[config.mk]
export PLATFORM = sky130hd
export DESIGN_NAME = risc16_program_loader_flat
export DESIGN_NICKNAME = d
export VERILOG_FILES = /design/src/rtl/risc16_program_loader_pkg.sv /design/src/rtl/risc16_program_loader_if.sv /design/src/rtl/risc16_program_loader_csum.sv /design/src/rtl/risc16_program_loader.sv /design/src/flat_wrapper.sv
export SDC_FILE = /design/constraint.sdc
export NUM_CORES = 1
export LEC_CHECK = 0
export ABC_AREA = 1
export BUFFER_PORTS_ARGS = -buffer_cell sky130_fd_sc_hd__buf_4
export CAP_MARGIN = 5
export CORE_ASPECT_RATIO = 0.75
export CORE_MARGIN = 5
export CORE_UTILIZATION = 35
export CTS_BUF_LIST = sky130_fd_sc_hd__clkbuf_8
export CTS_CLUSTER_SIZE = 8
export DETAILED_ROUTE_END_ITERATION = 8
export PLACE_DENSITY = 0.57
export SLEW_MARGIN = 25
export SYNTH_ARGS = -nofsm -noshare
export SYNTH_HDL_FRONTEND = slang
export SYNTH_SLANG_ARGS = --single-unit
[constraint.sdc]
create_clock -name clk -period 1.7 [get_ports clk]
set_clock_uncertainty 0.1 [all_clocks]
set_input_delay 0.17 -clock clk [delete_from_list [all_inputs] [get_ports clk]]
set_output_delay 0.17 -clock clk [all_outputs]
set_load 0.05 [all_outputs]
[src/rtl/risc16_program_loader_pkg.sv]
// rtl/risc16_program_loader_pkg.sv - shared types and constants for the RiSC-16 program loader (LOADER_CHECKSUM_EN adds checksum states)
`ifndef RISC16_WORD
`define RISC16_WORD 16
`endif

package risc16_program_loader_pkg;

  localparam int WORD_W = `RISC16_WORD;
  localparam int BYTE_W = 8;

  // Frame byte order on the wire: high byte first, low byte second.
  localparam int HI_LSB = 8;
  localparam int LO_LSB = 0;

  typedef enum logic [3:0] {
    ST_IDLE    = 4'd0,
    ST_LEN_HI  = 4'd1,
    ST_LEN_LO  = 4'd2,
    ST_CHECK   = 4'd3,
    ST_DATA_HI = 4'd4,
    ST_DATA_LO = 4'd5,
    ST_WRITE   = 4'd6,
    ST_DONE    = 4'd7,
    ST_ERROR   = 4'd8,
    ST_CSUM_HI = 4'd9,
    ST_CSUM_LO = 4'd10
  } loader_state_t;

  // Assemble a big-endian word from its two wire bytes.
  function automatic logic [WORD_W-1:0] be_word(input logic [BYTE_W-1:0] hi,
                                                input logic [BYTE_W-1:0] lo);
    logic [WORD_W-1:0] w;
    w = '0;
    w[HI_LSB +: BYTE_W] = hi;
    w[LO_LSB +: BYTE_W] = lo;
    return w;
  endfunction

endpackage

[src/rtl/risc16_program_loader_if.sv]
// rtl/risc16_program_loader_if.sv - byte stream and instruction memory write bus of the program loader
interface risc16_program_loader_if #(
  parameter int ADDR_WIDTH = 16
);
  logic [7:0]            byte_in;
  logic                  byte_valid;
  logic                  byte_ready;
  logic [ADDR_WIDTH-1:0] mem_addr;
  logic [15:0]           mem_data;
  logic                  mem_wen;

  // Loader side: consumes the byte stream, drives the memory write port.
  modport master (
    input  byte_in,
    input  byte_valid,
    output byte_ready,
    output mem_addr,
    output mem_data,
    output mem_wen
  );

  // Environment side: produces the byte stream, observes memory writes.
  modport slave (
    output byte_in,
    output byte_valid,
    input  byte_ready,
    input  mem_addr,
    input  mem_data,
    input  mem_wen
  );
endinterface

[src/rtl/risc16_program_loader_csum.sv]
// rtl/risc16_program_loader_csum.sv - running mod-2^16 sum of loaded words, built only with LOADER_CHECKSUM_EN
`ifdef LOADER_CHECKSUM_EN
module risc16_program_loader_csum
  import risc16_program_loader_pkg::*;
(
  input  logic              clk,
  input  logic              rst,
  input  logic              clear,
  input  logic              add,
  input  logic [WORD_W-1:0] word,
  output logic [WORD_W-1:0] value
);

  // Accumulate each written word; cleared when a new load starts.
  always_ff @(posedge clk or negedge rst) begin
    if (!rst) begin
      value <= '0;
    end else if (clear) begin
      value <= '0;
    end else if (add) begin
      value <= value + word;
    end
  end

endmodule
`endif

[src/rtl/risc16_program_loader.sv]
// rtl/risc16_program_loader.sv - framed byte-stream loader for RiSC-16 instruction memory; LOADER_CHECKSUM_EN enables trailing checksum
module risc16_program_loader
  import risc16_program_loader_pkg::*;
#(
  parameter int ADDR_WIDTH = 16,
  parameter int MEM_SIZE   = 65536,
  parameter int BASE_ADDR  = 0
) (
  input  logic                    clk,
  input  logic                    rst,
  input  logic                    start,
  risc16_program_loader_if.master bus,
  output logic                    cpu_hold,
  output logic                    done,
  output logic                    error,
  output logic [ADDR_WIDTH-1:0]   word_count
);

  // Words that fit between BASE_ADDR and the top of memory; bounds N so mem_addr never wraps mid-image.
  localparam logic [31:0]           AVAIL_WORDS = 32'(MEM_SIZE - BASE_ADDR);
  localparam logic [ADDR_WIDTH-1:0] BASE        = ADDR_WIDTH'(BASE_ADDR);

  loader_state_t state, state_next;

  logic [BYTE_W-1:0]     len_hi_q;
  logic [WORD_W-1:0]     len_q;
  logic [WORD_W-1:0]     words_left_q;
  logic [WORD_W-1:0]     mem_data_q;
  logic [ADDR_WIDTH-1:0] mem_addr_q;
  logic                  byte_ready;
  logic                  mem_wen;
  logic                  take;
  logic                  loading;
  logic                  last_word;
  logic                  oversize;

  assign take      = bus.byte_valid && byte_ready;
  assign loading   = state inside {ST_LEN_HI, ST_LEN_LO, ST_CHECK, ST_DATA_HI,
                                   ST_DATA_LO, ST_WRITE, ST_CSUM_HI, ST_CSUM_LO};
  assign last_word = (words_left_q == WORD_W'(1));
  assign oversize  = ({16'd0, len_q} > AVAIL_WORDS);

  assign bus.byte_ready = byte_ready;
  assign bus.mem_wen    = mem_wen;
  assign bus.mem_addr   = mem_addr_q;
  assign bus.mem_data   = mem_data_q;

`ifdef LOADER_CHECKSUM_EN
  localparam loader_state_t ST_AFTER_DATA = ST_CSUM_HI;

  logic [BYTE_W-1:0] csum_hi_q;
  logic [WORD_W-1:0] csum_value;
  logic              csum_match;

  risc16_program_loader_csum u_csum (
    .clk   (clk),
    .rst   (rst),
    .clear (state == ST_IDLE && start),
    .add   (mem_wen),
    .word  (mem_data_q),
    .value (csum_value)
  );

  assign csum_match = (be_word(csum_hi_q, bus.byte_in) == csum_value);

  // Hold the high checksum byte until the low byte arrives for comparison.
  always_ff @(posedge clk or negedge rst) begin
    if (!rst) begin
      csum_hi_q <= '0;
    end else if (take && state == ST_CSUM_HI) begin
      csum_hi_q <= bus.byte_in;
    end
  end
`else
  localparam loader_state_t ST_AFTER_DATA = ST_DONE;
`endif

  // State register.
  always_ff @(posedge clk or negedge rst) begin
    if (!rst) begin
      state <= ST_IDLE;
    end else begin
      state <= state_next;
    end
  end

  // Next state and per-state strobes; a dropped start aborts any loading state.
  always_comb begin
    state_next = state;
    byte_ready = 1'b0;
    mem_wen    = 1'b0;
    case (state)
      ST_IDLE: begin
        if (start) state_next = ST_LEN_HI;
      end
      ST_LEN_HI: begin
        byte_ready = 1'b1;
        if (!start)               state_next = ST_IDLE;
        else if (bus.byte_valid)  state_next = ST_LEN_LO;
      end
      ST_LEN_LO: begin
        byte_ready = 1'b1;
        if (!start)               state_next = ST_IDLE;
        else if (bus.byte_valid)  state_next = ST_CHECK;
      end
      ST_CHECK: begin
        if (!start)               state_next = ST_IDLE;
        else if (len_q == '0)     state_next = ST_AFTER_DATA;
        else if (oversize)        state_next = ST_ERROR;
        else                      state_next = ST_DATA_HI;
      end
      ST_DATA_HI: begin
        byte_ready = 1'b1;
        if (!start)               state_next = ST_IDLE;
        else if (bus.byte_valid)  state_next = ST_DATA_LO;
      end
      ST_DATA_LO: begin
        byte_ready = 1'b1;
        if (!start)               state_next = ST_IDLE;
        else if (bus.byte_valid)  state_next = ST_WRITE;
      end
      ST_WRITE: begin
        mem_wen = 1'b1;
        if (!start)               state_next = ST_IDLE;
        else if (last_word)       state_next = ST_AFTER_DATA;
        else                      state_next = ST_DATA_HI;
      end
`ifdef LOADER_CHECKSUM_EN
      ST_CSUM_HI: begin
        byte_ready = 1'b1;
        if (!start)               state_next = ST_IDLE;
        else if (bus.byte_valid)  state_next = ST_CSUM_LO;
      end
      ST_CSUM_LO: begin
        byte_ready = 1'b1;
        if (!start)               state_next = ST_IDLE;
        else if (bus.byte_valid)  state_next = csum_match ? ST_DONE : ST_ERROR;
      end
`endif
      ST_DONE, ST_ERROR: begin
        if (!start) state_next = ST_IDLE;
      end
      default: begin
        state_next = ST_IDLE;
      end
    endcase
  end

  // Status flags, frame length, assembled word and write address/count.
  always_ff @(posedge clk or negedge rst) begin
    if (!rst) begin
      cpu_hold     <= 1'b0;
      done         <= 1'b0;
      error        <= 1'b0;
      word_count   <= '0;
      mem_addr_q   <= BASE;
      mem_data_q   <= '0;
      len_hi_q     <= '0;
      len_q        <= '0;
      words_left_q <= '0;
    end else begin
      if (state == ST_IDLE && start) begin
        cpu_hold   <= 1'b1;
        done       <= 1'b0;
        error      <= 1'b0;
        word_count <= '0;
        mem_addr_q <= BASE;
      end else if (loading && !start) begin
        cpu_hold <= 1'b0;
        error    <= 1'b1;
      end else if (state_next == ST_DONE && state != ST_DONE) begin
        cpu_hold <= 1'b0;
        done     <= 1'b1;
      end else if (state_next == ST_ERROR && state != ST_ERROR) begin
        cpu_hold <= 1'b0;
        error    <= 1'b1;
      end

      if (take && state == ST_LEN_HI) len_hi_q <= bus.byte_in;
      if (take && state == ST_LEN_LO) len_q    <= be_word(len_hi_q, bus.byte_in);
      if (take && state == ST_DATA_HI) mem_data_q[HI_LSB +: BYTE_W] <= bus.byte_in;
      if (take && state == ST_DATA_LO) mem_data_q[LO_LSB +: BYTE_W] <= bus.byte_in;

      if (state == ST_CHECK) words_left_q <= len_q;

      // A write in flight completes even when start falls in the same cycle.
      if (mem_wen) begin
        mem_addr_q   <= mem_addr_q + ADDR_WIDTH'(1);
        word_count   <= word_count + ADDR_WIDTH'(1);
        words_left_q <= words_left_q - WORD_W'(1);
      end
    end
  end

endmodule

[src/flat_wrapper.sv]
// flat-port wrapper written by rule: the top's interface ports become plain ports
module risc16_program_loader_flat import risc16_program_loader_pkg::*;
#(
  parameter int ADDR_WIDTH = 16,
  parameter int MEM_SIZE   = 65536,
  parameter int BASE_ADDR  = 0
)
  (clk, rst, start, cpu_hold, done, error, word_count, bus_byte_in, bus_byte_valid, bus_byte_ready, bus_mem_addr, bus_mem_data, bus_mem_wen);
  risc16_program_loader_if #(.ADDR_WIDTH(ADDR_WIDTH)) bus_i ();
  input  logic clk;
  input  logic rst;
  input  logic start;
  output logic cpu_hold;
  output logic done;
  output logic error;
  output logic [ADDR_WIDTH-1:0] word_count;
  input wire logic [$bits(bus_i.byte_in)-1:0] bus_byte_in;
  input wire logic [$bits(bus_i.byte_valid)-1:0] bus_byte_valid;
  output wire logic [$bits(bus_i.byte_ready)-1:0] bus_byte_ready;
  output wire logic [$bits(bus_i.mem_addr)-1:0] bus_mem_addr;
  output wire logic [$bits(bus_i.mem_data)-1:0] bus_mem_data;
  output wire logic [$bits(bus_i.mem_wen)-1:0] bus_mem_wen;
  assign bus_i.byte_in = bus_byte_in;
  assign bus_i.byte_valid = bus_byte_valid;
  assign bus_byte_ready = bus_i.byte_ready;
  assign bus_mem_addr = bus_i.mem_addr;
  assign bus_mem_data = bus_i.mem_data;
  assign bus_mem_wen = bus_i.mem_wen;
  risc16_program_loader #(.ADDR_WIDTH(ADDR_WIDTH), .MEM_SIZE(MEM_SIZE), .BASE_ADDR(BASE_ADDR)) u_core (.clk(clk), .rst(rst), .start(start), .bus(bus_i), .cpu_hold(cpu_hold), .done(done), .error(error), .word_count(word_count));
endmodule
After elaboration in Yosys (flattened, before gate mapping)
Cells that the tools add are included.
{"block": "classes", "add_sub_neg": 3, "shifts": 0, "n_reduce_logical": 22, "bitwise": 0, "n_div": 0, "n_mul": 0, "magnitude_cmp": 0, "n_eq_ne": 17, "muxes": 33}
{"cell": "two-way mux 16 bit", "n": 5}
{"cell": "two-way mux 4 bit", "n": 12}
{"cell": "adder 16 x 1 -> 16 bit (second input constant)", "n": 2}
{"cell": "case mux 4 bit (8 select lines)", "n": 1}
{"cell": "equality test 4 x 3 -> 1 bit (second input constant)", "n": 5}
{"cell": "equality test 16 x 1 -> 1 bit (second input constant)", "n": 1}
{"cell": "equality test 4 bit (second input constant)", "n": 4}
{"cell": "logical NOT 16 bit", "n": 1}
{"cell": "subtractor 16 x 1 -> 16 bit (second input constant)", "n": 1}
{"cell": "two-way mux 1 bit", "n": 13}
{"cell": "logical AND 1 bit", "n": 9}
{"cell": "equality test 4 x 2 -> 1 bit (second input constant)", "n": 2}
{"cell": "nonzero test 8 bit", "n": 1}
{"cell": "nonzero test 2 bit", "n": 3}
{"cell": "equality test 4 x 1 -> 1 bit (second input constant)", "n": 1}
{"cell": "logical NOT 4 bit", "n": 1}
{"cell": "two-way mux 2 bit", "n": 2}
{"cell": "inequality test 4 x 3 -> 1 bit (second input constant)", "n": 1}
{"cell": "inequality test 4 bit (second input constant)", "n": 1}
{"cell": "AND reduction 2 bit", "n": 2}
{"cell": "nonzero test 4 bit", "n": 1}
{"cell": "OR reduction 4 bit", "n": 1}
{"cell": "inequality test 3 x 1 -> 1 bit (second input constant)", "n": 1}
{"cell": "nonzero test 3 bit", "n": 1}
{"cell": "3 further kinds", "n": 3}
{"block": "totals", "ramBits": 0, "elab_cells": 86, "latchBits": 0, "rom_bits": 0, "ff_bits": 95, "inputBits": 12, "mem_count": 0, "output_inout_bits": 53}

Logic depth before layout (Yosys ltp)
Gate-level depths: netlist (run 1).
{"block": "logic_depth", "ltp_word": 10, "mapped_depth": 9, "mapped_depth_nobuf": 9}

Worst setup path before layout (run 1)
Ideal clock, no wire load.
{"block": "synth_timing", "path_type": "reg2reg", "from": "register u_core.word_count[0]", "to": "register u_core.word_count[14]", "n_path_buf": 0, "arrival_ns": 1.660, "setup_time_ns": 0.119, "stages_incl_launch_ff": 9, "required_ns": 1.481, "slack_ns": -0.179, "synth_period_minus_slack_ns": 1.879, "cell_sequence": "dfrtp_1 -> ha_1 -> nand2_1 -> nor2_1 -> nand2_1 -> nor2_1 -> nand3_1 -> nand3_1 -> nand2_1"}
{"block": "synth_via", "elab_chain_len": 2}
{"element": "from (decl)", "line_no": "risc16_program_loader.sv:16", "rtl": "output logic [ADDR_WIDTH-1:0] word_count"}
{"element": "from (signal assigned)", "line_no": "risc16_program_loader.sv:189", "rtl": "word_count <= word_count + ADDR_WIDTH'(1);"}
{"element": "adder 16 x 1 -> 16 bit", "line_no": "risc16_program_loader.sv:189"}
{"element": "two-way mux 16 bit", "line_no": "risc16_program_loader.sv:187", "rtl": "if (mem_wen) begin"}
Every way passes these cells.
A chain may end at the register's enable or synchronous reset.

Worst setup path after layout (run 1)
{"block": "layout_timing", "from": "register u_core.state[1]", "to": "output port bus_byte_ready"}
{"block": "layout_via", "elab_chain_len": 3, "elab_cells_between_ends": 6, "cone_classes": "eq/ne: 4; mux: 1; reduce/logical: 1"}
{"element": "from (decl)", "line_no": "risc16_program_loader.sv:23", "rtl": "loader_state_t state, state_next;"}
{"element": "from (signal assigned)", "line_no": "risc16_program_loader.sv:83", "rtl": "state <= state_next;"}
{"element": "equality test 4 x 3 -> 1 bit (tied with other cells)", "line_no": "risc16_program_loader.sv:92", "rtl": "case (state)"}
{"element": "OR reduction 4 bit (no source line) (*)"}
{"element": "two-way mux 1 bit (*)", "line_no": "risc16_program_loader.sv:92"}
{"element": "to (decl)", "line_no": "flat_wrapper.sv:19", "rtl": "output wire logic [$bits(bus_i.byte_ready)-1:0] bus_byte_ready;"}
Every way passes the cells marked *; elsewhere a longest branch is shown, timed or not.

==> metrics.csv, run 1 <==
stage,metric,value,unit
synth,Synth Warn #,0,
synth,Avg Synthesized Cell Area,7.28,µm²
routing,Avg WL per Cell,13.8,µm
global_routing,Tot GR Track Use,0.169,
sta,RSZ-0062 raised after global routing,true,
worst_setup_path,CP Class,reg -> out,
sta,fmax,559,MHz
routing,number of detailed-route iterations in the first pass,5,
finish,combined flip-flop and latch cell area,0.00238,mm²
finish,Nets,827,
clock_tree,clock buffer count from CTS,9,
synth,"Net Count, Synth",718,
clock_tree,Worst-Skew Late Latency,0.39,ns
clock_tree,CTS Root Cell,clkbuf_8,
routing,DRC,0,
clock_tree,Max clock buf depth,2,
worst_setup_path,"Arr. time, crit path",1.52,ns
synth,Yosys reg bits,95,
finish,multi-input logic area,0.00244,mm²
run_status,failing checks,setup timing,
synth,register area share after synthesis,0.465,
clock_tree,Worst-path clk slew,0.09,ns
sta,Rel. slew slack,0.683,
hold_path,hold_sp,bus_byte_valid,
sta,Final Worst Setup Slack,-0.0900,ns
sta,final period utilization,1.05,
clock_tree,CTS tree,built,
pwr,Max VDD drop,0.533,mV
worst_setup_path,crit path launch type,flip-flop,
pwr,PD cells,1360,mW/mm²
sta,Least-Margin Pin Slew,0.472,ns
die,Die Y,115,µm
routing,Via Count,5042,
synth,Syn Inst Count,702,
global_routing,initial antenna violation count,0,
global_routing,total congestion overflow,0,
hold_path,Hold/Removal Path Class,in -> reg,
synth,"Cell Area, Synth",0.00511,mm²
pwr,clock network power share,0.174,
worst_setup_path,CP Buf/Inv Count,3,
run_status,status,"finished, violations left",
placed_design,"worst slack, placed",0.0174,ns
global_routing,maximum number of pins on one net before global-route repair,44,
finish,Area Growth Syn to Fin,27.4,%
sta,fin. max-slew vios,0,
pwr,Seq pwr share,0.369,
die,die area,0.0171,mm²
die,DIE WIDTH,150,µm
synth,top cell type's share of synthesized area,0.465,
routing,DR iter-0 viols,382,
worst_setup_path,worst setup path startpoint,u_core.state[1],
finish,layout cells sized above 1,0.196,
worst_setup_path,Max stage delay on crit path,0.41,ns
synth,count of different cell masters after synthesis,35,
pwr,Leak,0.00331,µW
sta,Final setup viols,11,
clock_tree,clk sink count,95,
finish,n_diodes,0,
worst_setup_path,Crit Path Max Fanout,4,
worst_setup_path,slowest CP cell,dfrtp_1,
worst_setup_path,CP Capture Type,output pin,
routing,detailed-route vias per instance,4.96,
pwr,Psw,3970,µW
routing,Detail Route Antenna Nets,0,
sta,final hold vios,0,
worst_setup_path,launch point of the worst reg-to-reg path,u_core.state[1],
synth,top post-synthesis cells by area,"dfrtp_1, nand2_1, nor2_1",
pwr,Internal,4910,µW
pwr,combinational share of power,0.457,
worst_setup_path,Crit path max-delay family,flip-flops,
die,core footprint,0.0144,mm²
sta,fin crit period,1.79,ns
flow_run,# Max-Cap Violations,0,
global_routing,vias in the first global route,4781,
sta,Min Hold Slack,0.0435,ns
placed_design,input/output buffers,64,
die,Starting Density,0.355,
die,FP Rows,38,
placed_design,routability cong.,0.873,
worst_setup_path,"critical path, cell by cell","inv_2, buf_6, nand2_4, nor2_8, nor2_4, nand2_8, buf_8",
clock_tree,H-tree levels,3,
synth,post-synth top area cell,dfrtp_1,
finish,fillers,1434,
placed_design,post-DP HPWL,10100,µm
die,io pins,65,
worst_setup_path,"Req. time, crit path",1.43,ns
routing,drt total wl,14100,µm
pwr,sw frac,0.448,
global_routing,first-pass GRT wire length,23300,µm
-- synthesized netlist by cell type --
master      n
buf_2       8
buf_4       4
xnor2_1     1
o21bai_1    2
clkbuf_1    4
and2_0      1
nand2_1   254
nand4_1    33
nor3_1      5
nor2_4      1
buf_1       1
nor2_1     80
nand3_1    50
xor2_1      2
nand3b_1    2
ha_1        4
nand2_2     4
a22o_1      1
o21ai_1     2
o21ai_0    38
nand2_4     1
a22oi_1     1
inv_2       6
o211ai_1    2
o22ai_1     3
and2_1      2
buf_6       2
nand3_4     1
nor2_8      2
o221ai_1    2
inv_1      65
a21oi_1    20
nor2_2      2
dfrtp_1    95
nand3_2     1
-- per-stage QoR --
| stage | std cells | power [µW] | cell area, µm² | util | TNS (ns) |
|---|---|---|---|---|---|
| floorplan | 702 | 5860 | 5120 | - | -0.0130 |
| global placement | 978 | 6930 | 5990 | 0.416 | 0 |
| detailed placement | 978 | 7030 | 5990 | 0.416 | 0 |
| CTS | 1011 | 8800 | 6400 | 0.444 | -0.0814 |
| global route | 1016 | 9550 | 6510 | 0.452 | -2.20 |
| finish | 1016 | 8880 | 6510 | 0.452 | -0.166 |
-- cells by family (layout without fill, tap and decap cells) --
logic type	count (synthesis)	after routing	share of synthesized area
simple gates	439	440	0.371
buf+inv	90	203	0.0739
fa+ha+maj	4	4	0.00979
flops	95	95	0.465
compound gates	71	71	0.0749
xor+xnor	3	3	0.00514
-- tightest hold or removal path, delay by kind of cell --
kind / cells / cell delay (ns)
buffers and inverters: 1 / 0.17
and+or+nand+nor: 2 / 0.15
-- state kept, by name (all words and copies together), names as in the netlist --
signal               flops
u_core.bus.mem_addr     16
u_core.bus.mem_data     16
u_core.cpu_hold          1
u_core.done              1
u_core.error             1
u_core.len_hi_q          8
u_core.len_q            16
u_core.state             4
u_core.word_count       16
u_core.words_left_q     16
-- final timing paths --
| path | depth (start not counted) | end | slack [ns] |
|---|---|---|---|
| setup / recovery | 7 | bus_byte_ready | -0.09 |
| hold / removal | 3 | u_core.len_hi_q[0] | 0.04 |
| setup reg to reg | 10 | u_core.len_q[1] | -0.02 |
| hold reg to reg | 2 | u_core.len_hi_q[3] | 0.38 |
| max in group asynchronous | 3 | u_core.bus.mem_data[2] | 0.74 |
| min in group asynchronous | 2 | u_core.len_q[13] | 0.13 |
-- final cells by class --
class / instances / share of cell area
clock buffer: 10 / 0.0211
clock inverter: 6 / 0.00922
inverter: 71 / 0.0417
multi-input combinational: 518 / 0.375
sequential: 95 / 0.366
tap: 200 / 0.0384
timing repair buffer: 116 / 0.148
-- per-layer routing --
metal	vias to the layer above	GRT usage	wire, µm
met1	2406	0.237	6860
li1	2484	-	-
met4	0	0.0476	183
met3	16	0.0427	718
met5	-	0	0
met2	136	0.260	6300
-- power by group through the flow --
stage | Sequential, µW | Combinational (µW) | Clock, µW
final | 3270 | 4060 | 1550
after global routing | 3370 | 4490 | 1690
after CTS | 3270 | 3930 | 1600
after detailed placement | 3320 | 3710 | 0
after global placement | 3300 | 3620 | 0
after floorplan | 3810 | 2050 | 0
-- cells in the final DEF (no fill, tap or decap), types with 10 or more instances in the layout --
cell type      netlist  layout
dlygate4sd3_1        0      10
buf_4                4      99
nor2_1              80      71
inv_1               65      65
nand2_1            254     251
o21ai_0             38      38
nand3_1             50      48
a21oi_1             20      20
clkbuf_8             0      10
dfrtp_1             95      90
nor2_2               2      11
nand4_1             33      33
-- repair_timing --
action                                  4_1_cts  5_1_grt
gates resized for setup                      14       18
hold buffers                                 10        0
pin swaps                                     5        4
endpoints found under the hold margin       104        0
gates cloned                                  0        2
endpoints found under the setup margin        2       62
buffers inserted                              7        3
Power figures use the tool's default switching activity.
==> run 2, diff against run 1 <==
--- a/config.mk
+++ b/config.mk
@@ -8,7 +8,6 @@
 export ABC_AREA = 1
 export BUFFER_PORTS_ARGS = -buffer_cell sky130_fd_sc_hd__buf_4
 export CAP_MARGIN = 5
-export CORE_ASPECT_RATIO = 0.75
 export CORE_MARGIN = 5
 export CORE_UTILIZATION = 35
 export CTS_BUF_LIST = sky130_fd_sc_hd__clkbuf_8
==> metrics.csv, run 2 (synthesis results as in run 1) <==
stage,metric,value,unit
clock_tree,CTS Root Cell,clkbuf_8,
routing,Avg WL per Cell,13.7,µm
pwr,combinational share of power,0.451,
finish,"non-filler cells, final",999,
routing,drt total wl,13700,µm
worst_setup_path,crit path launch type,flip-flop,
pwr,Pwr Total,9040,µW
pwr,sw frac,0.436,
finish,n_diodes,0,
sta,fin. max-slew vios,0,
die,Starting Density,0.354,
pwr,Internal,5100,µW
routing,DR iter-0 viols,269,
die,core footprint,0.0144,mm²
die,Die Y,131,µm
pwr,Psw,3940,µW
worst_setup_path,"Req. time, crit path",1.43,ns
worst_setup_path,flop2flop setup slack,-0.03,ns
global_routing,met3 usage,0.0354,
clock_tree,clock buffer count from CTS,9,
worst_setup_path,Crit Path Max Fanout,3,
placed_design,routability cong.,0.879,
sta,Final setup viols,13,
clock_tree,Max clock buf depth,2,
clock_tree,Worst-path clk slew,0.09,ns
pwr,Leak,0.00332,µW
global_routing,met2 Use GR,0.285,
hold_path,Hold/Removal Path Class,in -> async,
routing,DRC,0,
global_routing,Tot GR Track Use,0.166,
sta,RSZ-0062 raised after global routing,true,
finish,"commonest non-fill, non-tap cell in the layout",nand2_1,
global_routing,layer with the highest usage,met2,
clock_tree,CTS tree,built,
finish,Nets,826,
global_routing,vias in the first global route,4783,
sta,Min Hold Slack,0.0363,ns
flow_run,# Max-Cap Violations,0,
global_routing,first-pass GRT wire length,22900,µm
worst_setup_path,"Arr. time, crit path",1.50,ns
global_routing,total congestion overflow,0,
clock_tree,clk sink count,95,
routing,Via Count,4851,
run_status,failing checks,setup timing,
pwr,PD cells,1390,mW/mm²
sta,Rel. slew slack,0.749,
pwr,Max VDD drop,1.04,mV
routing,number of detailed-route iterations in the first pass,5,
sta,setup_tns,-0.252,ns
finish,most frequent cells in the layout,"nand2_1, buf_4, dfrtp_1",
run_status,status,"finished, violations left",
sta,final hold vios,0,
worst_setup_path,CP Capture Type,output pin,
clock_tree,Worst-Skew Late Latency,0.38,ns
sta,final period utilization,1.04,
routing,Detail Route Antenna Nets,0,
worst_setup_path,CP Class,reg -> out,
placed_design,post-DP HPWL,9890,µm
sta,Final Worst Setup Slack,-0.0704,ns
sta,Least-Margin Pin Slew,0.374,ns
global_routing,met1 Track Usage GR,0.210,
clock_tree,H-tree levels,3,
pwr,Seq pwr share,0.364,
finish,layout cells sized above 1,0.191,
sta,fin crit period,1.77,ns
placed_design,Placed Instances,964,
die,die area,0.0171,mm²
placed_design,input/output buffers,64,
global_routing,initial antenna violation count,0,
pwr,clock network power share,0.185,
sta,fmax,565,MHz
die,FP Rows,44,
routing,detailed-route vias per instance,4.86,
die,io pins,65,
die,DIE WIDTH,131,µm
global_routing,maximum number of pins on one net before global-route repair,39,
finish,Area Growth Syn to Fin,27.6,%
[run 2: per-stage QoR]
step | util | worst slack [ns] | instance area, µm²
after floorplan | - | -0.0130 | 5120
after CTS | 0.448 | -0.0573 | 6460
after detailed placement | 0.416 | 0.0132 | 6000
final | 0.452 | -0.0704 | 6520
after global placement | 0.416 | 0.0506 | 6000
after global routing | 0.452 | -0.151 | 6520
[run 2: path summary, 6_finish.rpt]
path,from,to,cells after the start
setup / recovery,u_core.state[1],bus_byte_ready,7
hold / removal,rst,u_core.bus.mem_addr[15],2
setup reg to reg,u_core.state[0],u_core.len_hi_q[4],9
hold reg to reg,u_core.len_hi_q[1],u_core.len_hi_q[1],2
max in group asynchronous,rst,u_core.len_q[13],3
min in group clk,bus_byte_valid,u_core.len_q[3],3
[run 2: final cells by class]
cell class | instances | area (µm²)
Clock inverter | 7 | 96.3
Timing Repair Buffer | 115 | 982
Multi-Input combinational cell | 518 | 2430
Inverter | 71 | 272
Sequential cell | 95 | 2380
Clock buffer | 9 | 124
Fill cell | 1479 | 7900
Tap cell | 184 | 230
[run 2: what timing repair did]
action                                  4_1_cts  5_1_grt
resized for setup                            17       12
hold buffers                                 10        0
endpoints found under the setup margin        2       48
setup buffers                                 5        2
gates cloned                                  1        1
pin swaps                                     7        3
endpoints found under the hold margin       128        0
[run 2: power groups by stage]
stage                     registers (µW)  logic (µW)  clock network, µW
after floorplan                     3810        2050                  0
after global placement              3280        3760                  0
after detailed placement            3310        3800                  0
after CTS                           3280        4010               1740
after global routing                3370        4550               1820
final                               3290        4080               1670
[run 2: critical path, cell delays in order (launching register included)]
cell,delay (ns)
dfrtp_1,0.41
inv_2,0.06
buf_6,0.12
nand2_4,0.09
nor2_8,0.05
nor2_4,0.16
nand2_8,0.08
buf_8,0.15
[run 2: per-layer routing]
layer,wire length (µm),up-vias,share of wire
met2,6750,97,0.49
met5,0,-,0
met1,6180,2274,0.45
met4,155,0,0.011
li1,-,2467,-
met3,643,13,0.047
==> run 3, diff against run 2 <==
==> constraint.sdc (replaced) <==
create_clock -name clk -period 1.7 [get_ports clk]
set_clock_uncertainty 0.1 [all_clocks]
set_input_delay 0.255 -clock clk [delete_from_list [all_inputs] [get_ports clk]]
set_output_delay 0.255 -clock clk [all_outputs]
set_load 0.05 [all_outputs]
==> metrics.csv, run 3 (synthesis results as in run 1) <==
stage,metric,value,unit
placed_design,post-DP HPWL,9890,µm
routing,drt total wl,13800,µm
sta,Final setup viols,2,
worst_setup_path,Setup crit end,bus_byte_ready,
clock_tree,Max clock buf depth,2,
worst_setup_path,number of cells on the critical path,6,
sta,final period utilization,1.06,
placed_design,input/output buffers,64,
finish,most frequent cells in the layout,"nand2_1, buf_4, dfrtp_1",
global_routing,first-pass GRT wire length,22800,µm
worst_setup_path,Max stage delay on crit path,0.47,ns
routing,DR iter-0 viols,227,
die,io pins,65,
finish,Area Growth Syn to Fin,26.3,%
pwr,PD cells,1370,mW/mm²
routing,detailed-route vias per instance,4.92,
worst_setup_path,"Req. time, crit path",1.34,ns
worst_setup_path,flop2flop setup slack,0,ns
worst_setup_path,launch point of the worst reg-to-reg path,u_core.state[3],
sta,Least-Margin Pin Slew,0.457,ns
flow_run,# Max-Cap Violations,0,
run_status,status,"finished, violations left",
worst_setup_path,R2R Path End,u_core.len_q[12],
clock_tree,clk sink count,95,
clock_tree,CTS tree,built,
global_routing,Tot GR Track Use,0.166,
finish,Nets,820,
clock_tree,clock buffer count from CTS,9,
routing,number of detailed-route iterations in the first pass,5,
sta,Final Worst Setup Slack,-0.0962,ns
clock_tree,Worst-path clk slew,0.09,ns
sta,Rel. slew slack,0.695,
die,DIE WIDTH,131,µm
routing,Detail Route Antenna Nets,0,
sta,final hold vios,0,
routing,Via Count,4881,
worst_setup_path,Crit Path Max Fanout,4,
finish,final core occ,0.448,
worst_setup_path,CP Capture Type,output pin,
routing,Avg WL per Cell,13.9,µm
die,Die Y,131,µm
worst_setup_path,CP Class,reg -> out,
sta,setup_tns,-0.153,ns
clock_tree,H-tree levels,3,
placed_design,routability cong.,0.888,
clock_tree,Worst-Skew Late Latency,0.38,ns
clock_tree,CTS Root Cell,clkbuf_8,
worst_setup_path,"Arr. time, crit path",1.44,ns
global_routing,maximum number of pins on one net before global-route repair,34,
sta,fmax,557,MHz
sta,fin crit period,1.80,ns
die,die area,0.0171,mm²
worst_setup_path,CP Buf/Inv Count,2,
worst_setup_path,worst setup path startpoint,u_core.state[3],
hold_path,Hold/Removal Path Class,in -> reg,
global_routing,total congestion overflow,0,
worst_setup_path,"critical path, cell by cell","inv_4, nand2_8, nor2_8, nor2_4, nand2_4, buf_8",
worst_setup_path,reg2reg path depth,9,
pwr,Max VDD drop,0.968,mV
worst_setup_path,Crit path max-delay family,flip-flops,
sta,RSZ-0062 raised after global routing,true,
pwr,Leak,0.00330,µW
worst_setup_path,crit path launch type,flip-flop,
finish,layout cells sized above 1,0.195,
sta,fin. max-slew vios,0,
worst_setup_path,slowest CP cell,dfrtp_2,
global_routing,initial antenna violation count,0,
die,Starting Density,0.354,
routing,DRC,0,
finish,n_diodes,0,
global_routing,vias in the first global route,4705,
finish,"commonest non-fill, non-tap cell in the layout",nand2_1,
die,core footprint,0.0144,mm²
die,FP Rows,44,
run_status,failing checks,setup timing,
run 3: changes by cell type in the layout (fill, tap and decap cells not counted), sizes merged:
cell | before | now
dlygate4sd3 | 10 | 1
buf | 104 | 107
clkinv | 4 | 3
inv | 72 | 73
run 3: through the flow:
stage | setup WS, ns | total power [µW] | std cells | instance area (µm²) | hold WS (ns)
6_report | -0.0962 | 8860 | 993 | 6460 | 0.0576
3_5_place_dp | 0.0921 | 7040 | 959 | 5980 | 0.141
2_1_floorplan | -0.0130 | 5860 | 702 | 5120 | -0.141
4_1_cts | -0.146 | 8850 | 984 | 6320 | 0.0260
5_1_grt | -0.168 | 9530 | 993 | 6460 | 0.0388
3_3_place_gp | 0.104 | 6970 | 959 | 5980 | 0.130
run 3: worst min-delay path, delay by kind of cell:
kind / cells / cell delay (ns)
and+or+nand+nor: 2 / 0.15
buffers and inverters: 1 / 0.10
run 3: layer usage:
metal,routed length [µm],track usage
met1,6180,0.211
met2,6640,0.282
met3,788,0.0439
met4,151,0.0393
met5,0,0
run 3: cell type report:
type | instances | area (µm²)
Clock buffer | 9 | 124
Clock inverter | 7 | 90.1
Fill cell | 1472 | 7970
Inverter | 71 | 274
Multi-Input combinational cell | 518 | 2430
Sequential cell | 95 | 2380
Tap cell | 184 | 230
Timing Repair Buffer | 109 | 923
run 3: timing repair:
action | in CTS | in global routing
pin swaps | 3 | 5
setup buffers | 7 | 8
gates resized for setup | 13 | 17
endpoints found under the hold margin | 29 | 0
hold buffers | 1 | 0
gates cloned | 1 | 1
endpoints found under the setup margin | 2 | 46
run 3: worst min path at each step:
stage | from | end | depth (start not counted)
3_3_place_gp | rst | u_core.bus.mem_addr[12] | 1
3_5_place_dp | rst | u_core.bus.mem_addr[14] | 1
4_1_cts | start | u_core.state[1] | 3
2_1_floorplan | rst | u_core.bus.mem_addr[0] | 0
6_report | bus_byte_in[6] | u_core.len_q[6] | 3
5_1_grt | bus_byte_in[4] | u_core.len_q[4] | 3
run 3: report_power, final:
part           internal [µW]  switching (µW)
clock network            821             811
logic                   1330            2610
registers               2830             469
total                   4980            3890
